File: config.mk
export PLATFORM = sky130hd
export DESIGN_NAME = tl_ul_arb2
export DESIGN_NICKNAME = d
export VERILOG_FILES = /design/src/rtl/tl_ul_arb2_pkg.sv /design/src/rtl/tl_ul_arb2_cnt.sv /design/src/rtl/tl_ul_arb2.sv
export SDC_FILE = /design/constraint.sdc
export NUM_CORES = 1
export LEC_CHECK = 0
export ABC_AREA = 1
export CORE_AREA = 3 3 142 144
export CTS_CLUSTER_SIZE = 30
export DETAILED_ROUTE_END_ITERATION = 7
export DIE_AREA = 0 0 145 147
export SLEW_MARGIN = 20
export SYNTH_ARGS = -nofsm -noshare
export SYNTH_HDL_FRONTEND = slang
export SYNTH_SLANG_ARGS = --single-unit
export TNS_END_PERCENT = 100
File: constraint.sdc
create_clock -name clock -period 3.51 [get_ports clock]
set_input_delay 0.8775 -clock clock [delete_from_list [all_inputs] [get_ports clock]]
set_output_delay 0.8775 -clock clock [all_outputs]
set_load 0.02 [all_outputs]
File: src/rtl/tl_ul_arb2_pkg.sv
// tl_ul_arb2_pkg: shared opcodes, beat geometry, FSM state and beat-count helper for tl_ul_arb2
package tl_ul_arb2_pkg;
  localparam logic [2:0] PUT_FULL = 3'd0;
  localparam logic [2:0] PUT_PARTIAL = 3'd1;
  localparam logic [2:0] GET = 3'd4;
  localparam logic [2:0] ACK = 3'd0;
  localparam logic [2:0] ACK_DATA = 3'd1;
  localparam int BEAT_BYTES = 4;
  localparam int BEAT_LG = $clog2(BEAT_BYTES);
  localparam int CNT_W = 4;
  typedef enum logic {IDLE, BURST} state_e;
  // Number of 4-byte beats a transfer of 2**size bytes occupies (1..16 for size 0..6).
  function automatic logic [4:0] beats(input logic [3:0] size);
    return (size <= 4'(BEAT_LG)) ? 5'd1 : 5'd1 << (size - 4'(BEAT_LG));
  endfunction
endpackage

File: src/rtl/tl_ul_arb2_cnt.sv
// tl_ul_arb2_cnt: saturating up/down outstanding-request counter for one master
// Ports: clock, reset_n (async active-low); inc/dec pulses; avail = count below MAX_OUT.
module tl_ul_arb2_cnt import tl_ul_arb2_pkg::*; #(
  parameter int MAX_OUT = 4
) (
  input  logic clock,
  input  logic reset_n,
  input  logic inc,
  input  logic dec,
  output logic avail
);
  localparam logic [CNT_W-1:0] MAX = CNT_W'(MAX_OUT);
  logic [CNT_W-1:0] cnt;
  assign avail = cnt < MAX;
  // Simultaneous inc/dec cancels; decrement of an empty counter (stray D) is ignored.
  always_ff @(posedge clock or negedge reset_n)
    if (!reset_n) cnt <= '0;
    else if (inc && !dec && cnt != MAX) cnt <= cnt + 1'b1;
    else if (dec && !inc && cnt != '0) cnt <= cnt - 1'b1;
endmodule

File: src/rtl/tl_ul_arb2.sv
// tl_ul_arb2: two-master to one-slave TileLink-UL arbiter with burst lock and outstanding limits
// Ports: clock, reset_n (async active-low); m0_a_*/m1_a_* master A channels; s_a_* slave A
// channel with source = {grant_id, master source}; s_d_* slave D channel routed by
// s_d_source[SRC_W] to m0_d_*/m1_d_*.
// Build option: define TL_ARB2_RR_EN for round-robin arbitration, else master 0 has priority.
module tl_ul_arb2 import tl_ul_arb2_pkg::*; #(
  parameter int SRC_W = 2,
  parameter int MAX_OUT = 4
) (
  input  logic             clock,
  input  logic             reset_n,
  input  logic             m0_a_valid,
  output logic             m0_a_ready,
  input  logic [2:0]       m0_a_opcode,
  input  logic [3:0]       m0_a_size,
  input  logic [SRC_W-1:0] m0_a_source,
  input  logic [31:0]      m0_a_address,
  input  logic [3:0]       m0_a_mask,
  input  logic [31:0]      m0_a_data,
  input  logic             m1_a_valid,
  output logic             m1_a_ready,
  input  logic [2:0]       m1_a_opcode,
  input  logic [3:0]       m1_a_size,
  input  logic [SRC_W-1:0] m1_a_source,
  input  logic [31:0]      m1_a_address,
  input  logic [3:0]       m1_a_mask,
  input  logic [31:0]      m1_a_data,
  output logic             s_a_valid,
  input  logic             s_a_ready,
  output logic [2:0]       s_a_opcode,
  output logic [3:0]       s_a_size,
  output logic [SRC_W:0]   s_a_source,
  output logic [31:0]      s_a_address,
  output logic [3:0]       s_a_mask,
  output logic [31:0]      s_a_data,
  input  logic             s_d_valid,
  output logic             s_d_ready,
  input  logic [2:0]       s_d_opcode,
  input  logic [3:0]       s_d_size,
  input  logic [SRC_W:0]   s_d_source,
  input  logic [31:0]      s_d_data,
  input  logic             s_d_denied,
  output logic             m0_d_valid,
  input  logic             m0_d_ready,
  output logic [2:0]       m0_d_opcode,
  output logic [3:0]       m0_d_size,
  output logic [SRC_W-1:0] m0_d_source,
  output logic [31:0]      m0_d_data,
  output logic             m0_d_denied,
  output logic             m1_d_valid,
  input  logic             m1_d_ready,
  output logic [2:0]       m1_d_opcode,
  output logic [3:0]       m1_d_size,
  output logic [SRC_W-1:0] m1_d_source,
  output logic [31:0]      m1_d_data,
  output logic             m1_d_denied
);
  state_e state, state_d;
  logic [3:0] a_beats, a_beats_d, d_beats, d_beats_d;
  logic lock_id, lock_d;
  logic av0, av1, e0, e1, arb_id, gnt, gnt_vld;
  logic a_fire, first_fire, multi, d_sel, d_fire, d_last;
  logic [4:0] a_len, d_len;
  assign e0 = m0_a_valid && av0;
  assign e1 = m1_a_valid && av1;
`ifdef TL_ARB2_RR_EN
  logic rr_ptr;
  assign arb_id = (e0 && e1) ? rr_ptr : e1;
  always_ff @(posedge clock or negedge reset_n)
    if (!reset_n) rr_ptr <= 1'b0;
    else if (first_fire) rr_ptr <= ~gnt;
`else
  assign arb_id = !e0 && e1;
`endif
  // Mid-burst the locked master owns the slave regardless of its outstanding count.
  assign gnt = (state == BURST) ? lock_id : arb_id;
  assign gnt_vld = (state == BURST) ? (lock_id ? m1_a_valid : m0_a_valid) : (e0 || e1);
  // Handshake outputs are forced low while reset is held, independent of the flops.
  assign s_a_valid = reset_n && gnt_vld;
  assign m0_a_ready = reset_n && gnt_vld && s_a_ready && !gnt;
  assign m1_a_ready = reset_n && gnt_vld && s_a_ready && gnt;
  assign s_a_opcode = gnt ? m1_a_opcode : m0_a_opcode;
  assign s_a_size = gnt ? m1_a_size : m0_a_size;
  assign s_a_source = {gnt, gnt ? m1_a_source : m0_a_source};
  assign s_a_address = gnt ? m1_a_address : m0_a_address;
  assign s_a_mask = gnt ? m1_a_mask : m0_a_mask;
  assign s_a_data = gnt ? m1_a_data : m0_a_data;
  assign a_fire = s_a_valid && s_a_ready;
  assign first_fire = a_fire && state == IDLE;
  assign a_len = beats(s_a_size) - 5'd1;
  assign multi = (s_a_opcode == PUT_FULL || s_a_opcode == PUT_PARTIAL) && a_len != 5'd0;
  always_comb begin
    state_d = state;
    a_beats_d = a_beats;
    lock_d = lock_id;
    if (first_fire && multi) begin
      state_d = BURST;
      a_beats_d = a_len[3:0];
      lock_d = gnt;
    end else if (a_fire && state == BURST) begin
      a_beats_d = a_beats - 4'd1;
      state_d = (a_beats == 4'd1) ? IDLE : BURST;
    end
  end
  assign d_sel = s_d_source[SRC_W];
  assign m0_d_valid = reset_n && s_d_valid && !d_sel;
  assign m1_d_valid = reset_n && s_d_valid && d_sel;
  assign s_d_ready = reset_n && (d_sel ? m1_d_ready : m0_d_ready);
  assign d_fire = s_d_valid && s_d_ready;
  assign d_len = (s_d_opcode == ACK_DATA) ? beats(s_d_size) - 5'd1 : 5'd0;
  // d_beats == 0 means no response burst is in flight, so this beat is a first beat.
  assign d_last = (d_beats == 4'd0) ? (d_len == 5'd0) : (d_beats == 4'd1);
  assign d_beats_d = !d_fire ? d_beats : (d_beats == 4'd0) ? d_len[3:0] : d_beats - 4'd1;
  assign m0_d_opcode = s_d_opcode;
  assign m0_d_size = s_d_size;
  assign m0_d_source = s_d_source[SRC_W-1:0];
  assign m0_d_data = s_d_data;
  assign m0_d_denied = s_d_denied;
  assign m1_d_opcode = s_d_opcode;
  assign m1_d_size = s_d_size;
  assign m1_d_source = s_d_source[SRC_W-1:0];
  assign m1_d_data = s_d_data;
  assign m1_d_denied = s_d_denied;
  always_ff @(posedge clock or negedge reset_n)
    if (!reset_n) begin
      state <= IDLE;
      a_beats <= '0;
      lock_id <= 1'b0;
      d_beats <= '0;
    end else begin
      state <= state_d;
      a_beats <= a_beats_d;
      lock_id <= lock_d;
      d_beats <= d_beats_d;
    end
  tl_ul_arb2_cnt #(.MAX_OUT(MAX_OUT)) u_cnt0 (
    .clock(clock), .reset_n(reset_n),
    .inc(first_fire && !gnt), .dec(d_fire && d_last && !d_sel), .avail(av0)
  );
  tl_ul_arb2_cnt #(.MAX_OUT(MAX_OUT)) u_cnt1 (
    .clock(clock), .reset_n(reset_n),
    .inc(first_fire && gnt), .dec(d_fire && d_last && d_sel), .avail(av1)
  );
endmodule

-- Word-level counts from Yosys, hierarchy flattened
Cells that the tools add are included.
- add/sub/neg operators: 10
- $mul: 0
- divide/modulo/power cells: 0
- $lt $le $gt $ge: 4
- eq/ne operators: 6
- shift operators: 2
- mux-type cells: 24
- bitwise operators: 1
- reductions and logical operators: 47
- operator list (kind ; number):
    two-way mux 32 bit ; 2
    two-way mux 4 bit ; 9
    logical AND 1 bit ; 29
    subtractor 4 x 1 -> 4 bit (second input constant) ; 4
    two-way mux 5 bit ; 3
    << shifter 1 x 4 -> 5 bit (first input constant) ; 2
    subtractor 5 x 1 -> 5 bit (second input constant) ; 2
    adder 4 x 1 -> 4 bit (second input constant) ; 2
    equality test 4 x 1 -> 1 bit (second input constant) ; 2
    less-or-equal comparator 4 x 2 -> 1 bit (second input constant) ; 2
    less-than comparator 4 x 3 -> 1 bit (second input constant) ; 2
    two-way mux 1 bit ; 8
    inequality test 4 x 3 -> 1 bit (second input constant) ; 2
    nonzero test 4 bit ; 2
    subtractor 4 x 2 -> 4 bit (second input constant) ; 2
    zero test 1 bit ; 7
    equality test 3 x 1 -> 1 bit (second input constant) ; 2
    nonzero test 2 bit ; 3
    zero test 5 bit ; 1
    nonzero test 5 bit ; 1
    zero test 4 bit ; 1
    zero test 3 bit ; 1
    two-way mux 3 bit ; 1
    logical OR 1 bit ; 2
    2 further kinds ; 2
- register bits: 18
- latch bits: 0
- bits in writable memories: 0
- memory bits (read-only): 0
- output and inout port bits: 168
- word-level logic and storage cells: 100
- memories: 0

-- Longest topological paths before layout
- word-level depth: 14
- mapped depth: 27
- gate-level depth less buffers: 25

-- Hierarchy
Synthesis repeated with hierarchy kept, for this count alone.
- cells, all modules: 583
- area total of the unflattened synthesis: 3372.0 um^2
- by module, submodules not included (module ; instances ; cells an instance ; area each (um^2) ; sequential area each (um^2)):
    tl_ul_arb2 ; 1 ; 497 ; 2681.3 ; 250.2
    tl_ul_arb2_cnt ; 2 ; 43 ; 345.3 ; 100.1

-- Worst setup path after synthesis
OpenSTA, ideal clock, no wires.
- kind: input to register
- start: input port s_d_size[1]
- end: register u_cnt1.cnt[3]
- library setup time: 117 ps
- arrival: 3376 ps
- data required time: 3393 ps
- path slack: 17 ps
- stages: 21
- path through: inv_1 > ha_1 > xor2_1 > nor2_1 > a22oi_1 > ha_1 > o21ai_0 > inv_1 > nand3_1 > nand2_1 > nand3_1 > nand2_1 > ha_1 > nand2_1 > nand2_1 > a31oi_1 > inv_1 > nand2_1 > nand3_1 > nand2_1 > nand2_1
- cells in the longest elaborated chain, start to end: 13
- elaborated cells on any way between the ends: 17
- those cells by class: 2 x add/sub; 1 x order compare; 1 x shift; 4 x mux; 9 x reduce/logical
- ends and longest elaborated chain (element ; RTL line ; source):
    from (decl) ; tl_ul_arb2.sv:39 ; input logic [3:0] s_d_size,
    subtractor 4 x 2 -> 4 bit ; tl_ul_arb2_pkg.sv:14 ; return (size <= 4'(BEAT_LG)) ? 5'd1 : 5'd1 << (size - 4'(BEAT_LG));
    << shifter 1 x 4 -> 5 bit ; tl_ul_arb2_pkg.sv:14 ;
    two-way mux 5 bit * ; tl_ul_arb2_pkg.sv:14 ;
    subtractor 5 x 1 -> 5 bit * ; tl_ul_arb2.sv:110 ; assign d_len = (s_d_opcode == ACK_DATA) ? beats(s_d_size) - 5'd1 : 5'd0;
    two-way mux 5 bit * ; tl_ul_arb2.sv:110 ;
    zero test 5 bit * ; tl_ul_arb2.sv:112 ; assign d_last = (d_beats == 4'd0) ? (d_len == 5'd0) : (d_beats == 4'd1);
    two-way mux 1 bit * ; tl_ul_arb2.sv:112 ;
    logical AND 1 bit * (2 in series) ; tl_ul_arb2.sv:142 ; .inc(first_fire && gnt), .dec(d_fire && d_last && d_sel), .avail(av1)
    zero test 1 bit ; tl_ul_arb2_cnt.sv:18 ; else if (inc && !dec && cnt != MAX) cnt <= cnt + 1'b1;
    logical AND 1 bit (2 in series) ; tl_ul_arb2_cnt.sv:18 ;
    two-way mux 4 bit / nonzero test 2 bit (equally long branches) ; - ;
    to (signal assigned) ; tl_ul_arb2_cnt.sv:18 ;
    to (signal assigned) ; tl_ul_arb2_cnt.sv:19 ; else if (dec && !inc && cnt != '0) cnt <= cnt - 1'b1;
    to (decl) ; tl_ul_arb2_cnt.sv:13 ; logic [CNT_W-1:0] cnt;
Every way passes the cells marked *; elsewhere a longest branch is shown, timed or not.
A chain may end at the register's enable or synchronous reset.

-- Worst setup path after layout
- start: input port m0_a_valid
- end: output port s_a_data[7]
- cells in the longest elaborated chain, start to end: 5
- ends and longest elaborated chain (element ; RTL line ; source):
    from (decl) ; tl_ul_arb2.sv:12 ; input logic m0_a_valid,
    logical AND 1 bit ; tl_ul_arb2.sv:64 ; assign e0 = m0_a_valid && av0;
    zero test 1 bit ; tl_ul_arb2.sv:73 ; assign arb_id = !e0 && e1;
    logical AND 1 bit ; tl_ul_arb2.sv:73 ;
    two-way mux 1 bit ; tl_ul_arb2.sv:76 ; assign gnt = (state == BURST) ? lock_id : arb_id;
    two-way mux 32 bit ; tl_ul_arb2.sv:87 ; assign s_a_data = gnt ? m1_a_data : m0_a_data;
    to (decl) ; tl_ul_arb2.sv:35 ; output logic [31:0] s_a_data,
No other way between the ends.

==> flow_metrics.env <==
export IMPL_cts_sinks=18
export IMPL_wirelength_mm=16.6
export IMPL_htree_levels=1
export IMPL_place_gp_congestion=0.847
export IMPL_first_pass_iters=4
export IMPL_hp_class="flip-flop to flip-flop"
export IMPL_worstMarginPinSlew_ns=0.308
export IMPL_clock_latency_ns=0.25
export IMPL_p_comb_share_pct=86.8
export IMPL_port_buffers=267
export IMPL_synth_nets=795
export IMPL_synth_cells=574
export IMPL_finalPower_mw=5.10
export IMPL_yosysMostFrequentCell="nand2_1"
export IMPL_antenna_found_initial=0
export IMPL_cts_tree="yes"
export IMPL_cp_data_arrival_time_ns=2.54
export IMPL_vdd_drop_max_v=0.000290
export IMPL_status="finished clean"
export IMPL_rsz0062_at_grt="true"
export IMPL_grtUsageTotal_pct=14.0
export IMPL_start_util_pct=17.5
export IMPL_placed_area_mm2=0.00601
export IMPL_stdcell_area_mm2=0.00627
export IMPL_avgSynthCellArea_um2=5.74
export IMPL_slew_headroom_pct=79.4
export IMPL_layout_drive_gt1_share_pct=20.0
export IMPL_synth_edf_count=0
export IMPL_hold_ws_ns=0.485
export IMPL_drc=0
export IMPL_setup_violations=0
export IMPL_clockPowerShare_pct=5.0
export IMPL_required_ns=2.63
export IMPL_synth_area_leaders="nand2_1 31%, buf_4 19%, dfrtp_1 14%, ha_1 5.3%, nand3_1 5.2%"
export IMPL_grt_pass1_wl_mm=23.3
export IMPL_clock_skew_ns=0.00139
export IMPL_grt_pass1_vias=4055
export IMPL_gr_total_overflow=0
export IMPL_power_frac_seq_pct=8.2
export IMPL_cts_path_max_buffers=2
export IMPL_ys_seq_area_share_pct=13.7
export IMPL_cp_cell_sequence="clkdlybuf4s50_1 -> nand3_1 -> nand2_2 -> nand2_4 -> nand2_8 -> buf_16 -> nand2_1 -> nand2_1 -> dlygate4sd2_1"
export IMPL_die_w_um=145
export IMPL_finalHoldViolCount=0
export IMPL_stdcell_count=1060
export IMPL_netSwitchingPower_mw=2.77
export IMPL_startpoint_type="input pin"
export IMPL_ys_types=33
export IMPL_cts_made_buffers=3
export IMPL_postRouteAntennaNets=0
export IMPL_dieArea_mm2=0.0213
export IMPL_drt_iter0_markers=71
export IMPL_crit_top_cell="nand2_1"
export IMPL_path_buf_inv=3
export IMPL_power_density_mw_per_mm2=814
export IMPL_final_min_clock_period_ns=3.41
export IMPL_cts_clk_slew_worst_paths_ns=0.05
export IMPL_wl_per_cell_um=15.6
export IMPL_crit_type="input pin to primary output"
export IMPL_crit_family="buffers and inverters"
export IMPL_synthFlopType="dfrtp_1"
export IMPL_min_period_over_period_pct=97.2
export IMPL_dieHeight_um=147
export IMPL_fp_coreArea_mm2=0.0188
export IMPL_place_hpwl_mm=14.2
export IMPL_cp_max_fo=64
export IMPL_diodes=0
export IMPL_drv_slew=0
export IMPL_via_per_inst=3.90
export IMPL_postLayoutCoreUtil_pct=33.3
export IMPL_dp_cells=1043
export IMPL_ys_ff_latch=18
export IMPL_cts_hold_buf=0
export IMPL_ys_warn_count=0
export IMPL_vias=4135
export IMPL_num_rows=50
export IMPL_grt_max_degree=65
export IMPL_syn_area_mm2=0.00329
export IMPL_sw_frac_of_total_pct=54.3
export IMPL_maxCapViolations=0
export IMPL_crit_path_max_incr_delay_ns=0.49
export IMPL_yosys_area_top_type="nand2_1"
export IMPL_max_freq_mhz=293
export IMPL_async_flop_share_pct=100
export IMPL_critPathSlowestCell="clkdlybuf4s50_1"
export IMPL_endpoint_kind="primary output"
export IMPL_nNetsFinal=1022
export IMPL_clock_root_buffer="clkbuf_16"
export IMPL_yosys_top_cells_count="270 x nand2_1, 85 x buf_4, 42 x inv_1, 34 x nand3_1, 18 x dfrtp_1"
export IMPL_io_pins=373
export IMPL_yosysTopAreaCellShare_pct=30.8
export IMPL_intPower_mw=2.33
export IMPL_p_leak_nw=3.10
export IMPL_synthToLayoutAreaGrowth_pct=90.5
-- logic make-up (layout without fill, tap and decap cells) --
logic type      after synthesis  after routing  synth area share, %
buf+inv                     149            374                 26.9
compound gates               30             30                 5.40
simple gates                352            353                 45.1
flops                        18             18                 13.7
xor+xnor                      9              9                 2.39
fa+ha+maj                    16             16                 6.54
-- sequential cells by signal, summed over array words and instances (netlist names) --
register	count
u_cnt1.cnt	4
d_beats	4
lock_id	1
a_beats	4
state	1
u_cnt0.cnt	4
-- per-layer routing --
| metal | part of all wire [%] | up-vias | GRT usage [%] |
|---|---|---|---|
| met5 | 0 | - | 0 |
| met4 | 4.5 | 0 | 5.84 |
| met3 | 8.3 | 21 | 3.73 |
| met2 | 52 | 215 | 26.7 |
| met1 | 35 | 1758 | 14.6 |
| li1 | - | 2141 | - |
-- final cells by class --
class | count | area (um^2)
Fill cell | 2024 | 12600
Timing Repair Buffer | 323 | 3070
Multi-Input combinational cell | 408 | 2150
Sequential cell | 18 | 450
Tap cell | 260 | 325
Inverter | 47 | 181
Clock buffer | 4 | 88.8
-- through the flow --
step,worst slack [ns],setup TNS (ns)
after floorplan,0.0165,0
after global placement,-0.506,-18.17
after detailed placement,-0.625,-18.94
after CTS,0.00237,0
after global routing,-0.00293,-0.00503
final,0.0969,0
-- power groups by stage --
stage	clock network, mW	registers, mW	logic (mW)
after floorplan	0	0.387	2.41
after global placement	0	0.411	4.51
after detailed placement	0	0.412	4.53
after CTS	0.265	0.416	4.31
after global routing	0.273	0.434	4.84
final	0.254	0.421	4.43
-- tightest hold or removal path, stage by stage (launching register included) --
cell and delay, ns:
dfrtp_1 0.35, nand2_1 0.06, nand2_1 0.05
-- path summary, 6_finish.rpt --
path	startpoint	endpoint	slack [ns]	depth (start not counted)
min in group asynchronous	reset_n	d_beats[2]	1.01	2
min reg2reg	u_cnt0.cnt[3]	u_cnt0.cnt[3]	0.48	2
max	m0_a_valid	s_a_data[7]	0.1	9
max in group asynchronous	reset_n	lock_id	2.32	2
min	u_cnt0.cnt[3]	u_cnt0.cnt[3]	0.48	2
max reg2reg	u_cnt1.cnt[2]	a_beats[3]	0.74	21
-- layout by cell type (no fill, tap or decap), drive strengths merged --
master         synthesis  layout
nor3                   6       6
o21ai                 20      20
dfrtp                 18      18
or2                    3       3
a21oi                  1       1
nand4                  4       4
xnor2                  1       1
nand3b                 2       2
nand3                 36      36
clkbuf                16      31
o211ai                 2       2
nor3b                  1       1
dlymetal6s2s           0       1
ha                    14      14
a31oi                  3       3
dlygate4sd2            0      28
fa                     2       2
o31ai                  2       2
nand2                281     282
nor2                  19      19
clkdlybuf4s50          0     184
xor2                   8       8
clkdlybuf4s15          0      11
inv                   47      47
a22oi                  1       1
buf                   86      72
o32ai                  1       1
-- what timing repair did --
action,CTS,global route
cloned,0,1
gates resized for setup,100,85
setup endpoints to repair,70,75
pin swaps,10,14
buffers inserted,6,6
Note: power is estimated with default switching activity, not from simulation.
==> RTL edit 1, RTL diff (same settings) <==
The option `TL_ARB2_RR_EN` is turned on by a define.
--- a/src/rtl/tl_ul_arb2.sv
+++ b/src/rtl/tl_ul_arb2.sv
@@ -3,6 +3,8 @@
 // channel with source = {grant_id, master source}; s_d_* slave D channel routed by
 // s_d_source[SRC_W] to m0_d_*/m1_d_*.
 // Build option: define TL_ARB2_RR_EN for round-robin arbitration, else master 0 has priority.
+`define TL_ARB2_RR_EN
+
 module tl_ul_arb2 import tl_ul_arb2_pkg::*; #(
   parameter int SRC_W = 2,
   parameter int MAX_OUT = 4
Check against the original RTL: not equivalent (Yosys sat finds a counterexample within 4 cycles, from zero or initial values and one cycle with reset_n low).
==> RTL edit 1 against the original RTL <==
  * Setup slack gained 5.7 ps
  * Area after synthesis rose by 4.2%
  * Design area decreased by 1.1%
  * Hold slack better by 12 ps
  * Synthesized cell count is 2.8% higher
  * Power down 28%
  * Critical endpoint is now s_a_address[16]
  * Routed wire length is 2.6% lower
  * First-iteration DRC count is 75% higher
  * Register-to-register slack worse by 60 ps
  * Sequential cell count is 1 higher
  * Critical path type unchanged
  * Clock power down 8.7%
==> RTL edit 1: results <==
[grt]
met2_usage_pct = 27.0
grt_use_met1_pct = 15.2
grt_pass1_wl_um = 23300
grtUsageMet3_pct = 3.98
grtUsageTotal_pct = 13.8
antenna_found_initial = 0
grt_pass1_vias = 3985
grt_max_degree = 27

[drt]
via_count = 4172
drtIter0Drc = 124
avgRoutedWirePerCell_um = 15.0
finalWirelength_um = 16200
route.met2.wl_um = 8720
firstDrtPassIters = 5
drt-met1-wl_um = 5970
met3_length_um = 1290

[sta]
fin_worst_skew_ps = 1.34
max_slew_margin_pct = 68.3

[logic_synthesis]
synth_xor_area_share_pct = 2.30
synth_compound_area_share_pct = 4.70
synthAdderAreaFrac_pct = 6.27
syn-num-nets = 811
yosys-top-cells-count = "nand2_1, buf_4, inv_1"
ys.flop_type = "dfrtp_1"
netlist_top_cells_area = "nand2_1, buf_4, dfrtp_1"
synthMuxAreaShare_pct = 0.875
avgSynthCellArea_um2 = 5.81
ys_types = 39
synth-seq-area-share_pct = 13.9

[setup_path]
slowest_stage = "clkdlybuf4s50_1"
max_stage_delay_ps = 510
cp.arrival_ps = 2530
crit_fanout = 15
rr_startpoint = "u_cnt0.cnt[2]$_DFFE_PN0P_"
startpoint = "m0_a_valid"

[clocking]
cts_root_buffer = "clkbuf_16"
cts_made_buffers = 3
cts_buffer_depth = 2
post_cts_buffers = 1
htreeDepth = 1
cts_resized = 102
clkLatencyLatePin_ps = 250

[status]
status = "finished clean"

[power_and_ir_drop]
leakage_nw = 3.18
pwr-share-comb_pct = 82.2
p_sw_share_pct = 51.9
power.share.sequential_pct = 11.4
ir_drop_v = 0.000194
p_seq_uw = 419

[placed_design]
dp_slack_ps = -543
port-buffer-count = 267
place_area_mm2 = 0.00618
gp_congestion = 0.844
dp.cells = 1067
hpwl_um = 14200

[final_layout]
nets = 1038
drive_above_1_share_pct = 20.2
fillers = 2051

[min_path]
min-delay-path-class = "flop to flop"
hold_start = "u_cnt0.cnt[3]$_DFFE_PN0P_"
-- RTL edit 1: cell types whose count changed after synthesis, moves of 4 or more --
cell and change:
nand3b_1 +4, nand3_1 -4, nand2_1 +9, clkbuf_1 -5
inv_1 +4
-- RTL edit 1: layout make-up --
class                      instances  area [um2]  area share [%]
clock buffer                       4        78.8            1.27
inverter                          50         188            3.03
multi-input combinational        420        2160            34.8
sequential                        19         475            7.67
tap                              260         325            5.25
timing repair buffer             323        2980            48.0
-- RTL edit 1: critical path, delay by kind of cell --
kind          cells  cell delay, ps
buf+inv           5            1220
simple gates      5             410
-- RTL edit 1: final timing paths --
kind	end	slack, ps	depth (start not counted)
min reg2reg	u_cnt0.cnt[3]$_DFFE_PN0P_	500	2
max in group asynchronous	a_beats[0]$_DFFE_PN0P_	2160	3
min	u_cnt0.cnt[3]$_DFFE_PN0P_	500	2
max	s_a_address[16]	100	10
max reg2reg	a_beats[2]$_DFFE_PN0P_	680	22
min in group asynchronous	lock_id$_DFFE_PN0P_	980	2
==> RTL edit 2, RTL diff (config.mk and constraints unchanged) <==
Made on the original files. The package constant `CNT_W` goes from 4 to 3.
--- a/src/rtl/tl_ul_arb2_pkg.sv
+++ b/src/rtl/tl_ul_arb2_pkg.sv
@@ -7,7 +7,7 @@
   localparam logic [2:0] ACK_DATA = 3'd1;
   localparam int BEAT_BYTES = 4;
   localparam int BEAT_LG = $clog2(BEAT_BYTES);
-  localparam int CNT_W = 4;
+  localparam int CNT_W = 3;
   typedef enum logic {IDLE, BURST} state_e;
   // Number of 4-byte beats a transfer of 2**size bytes occupies (1..16 for size 0..6).
   function automatic logic [4:0] beats(input logic [3:0] size);
Formal check against the unedited RTL: same outputs for any inputs over 4 cycles, from zero or initial values and one cycle with reset_n low; that may be too few to reach the edited logic, so the function may still have changed.
==> RTL edit 2 against the original RTL <==
  * Power fell by 36%
  * Design area fell by 4.4%
  * Critical path depth did not move
  * Via count fell by 4.6%
  * Sequential cell count fell by 2
  * Area after synthesis fell by 5.7%
  * Combinational power fell by 39%
  * Setup slack got worse by 24 ps
  * Routed wire length fell by 12%
  * Utilization fell by 1.5 points
  * Global-route usage fell by 1.8 points
  * Largest cell class unchanged
==> RTL edit 2: results <==
[status]
status = "finished clean"

[final_layout]
fillers = 2060
nets = 986
fin_area_mm2 = 0.00599
final-clk-cell-share_pct = 1.25
seq_share_pct = 6.68
final_cell_count_no_fill = 1028
multi_input_gates = 393
buffers = 318
antenna_cells = 1

[drt]
drtIter0Drc = 133
avgRoutedWirePerCell_um = 14.3
met3_length_um = 1520

[power_and_ir_drop]
p_clk_share_pct = 6.7
p_int_mw = 1.58

[setup_path]
cp.arrival_ps = 2560
max_stage_delay_ps = 520

[grt]
grtUsageTotal_pct = 12.2
grt_pass1_wl_um = 20900
grt_max_degree = 45
grt_pass1_vias = 3748
grtUsageMet3_pct = 5.37

[logic_synthesis]
syn-num-nets = 767
netlist_top_cells_area = "nand2_1, buf_4, dfrtp_1"
synth-seq-area-share_pct = 12.9

[clocking]
clock_sinks = 16

[placed_design]
gp_congestion = 0.861
-- RTL edit 2: cell count changes in the layout (fill, tap and decap cells not counted), moves of 4 or more --
cell and change:
dlygate4sd2_1 +32, clkbuf_2 -26, inv_1 -8, nand3_1 -6
buf_12 -5, o21ai_0 -5, nand2_1 +4
-- RTL edit 2: cell families (layout without fill, tap and decap cells) --
| group | Yosys count | count (layout) | share of synthesized area (%) |
|---|---|---|---|
| other cells | 0 | 1 | 0 |
| xor+xnor | 8 | 8 | 2.26 |
| compound gates | 21 | 21 | 4.03 |
| flops | 16 | 16 | 12.9 |
| fa+ha+maj | 12 | 12 | 5.32 |
| simple gates | 352 | 352 | 47.7 |
| buf+inv | 141 | 358 | 27.8 |
-- RTL edit 2: final timing paths --
check / endpoint / start / depth (start not counted) / slack, ps
worst max register to register: a_beats[0]$_DFFE_PN0P_ / state$_DFFE_PN0P_ / 19 / 780
max in group asynchronous: a_beats[1]$_DFFE_PN0P_ / reset_n / 2 / 2260
worst min register to register: u_cnt0.cnt[2]$_DFFE_PN0P_ / u_cnt0.cnt[2]$_DFFE_PN0P_ / 2 / 500
worst min-delay path: u_cnt0.cnt[2]$_DFFE_PN0P_ / u_cnt0.cnt[2]$_DFFE_PN0P_ / 2 / 500
worst max-delay path: s_a_data[19] / m0_a_valid / 9 / 70
min in group asynchronous: u_cnt1.cnt[2]$_DFFE_PN0P_ / reset_n / 2 / 1100
-- RTL edit 2: metrics by stage --
stage / TNS [ps] / setup slack, ps
floorplan: 0 / 270
global placement: -15590 / -285
detailed placement: -16980 / -306
CTS: 0 / 2.92
global route: -117 / -55.4
finish: 0 / 72.5
-- RTL edit 2: timing repair --
action	in CTS	in global routing
resized for setup	80	41
pin swaps	0	15
buffers inserted	0	9
gates cloned	0	1
endpoints found under the setup margin	74	67
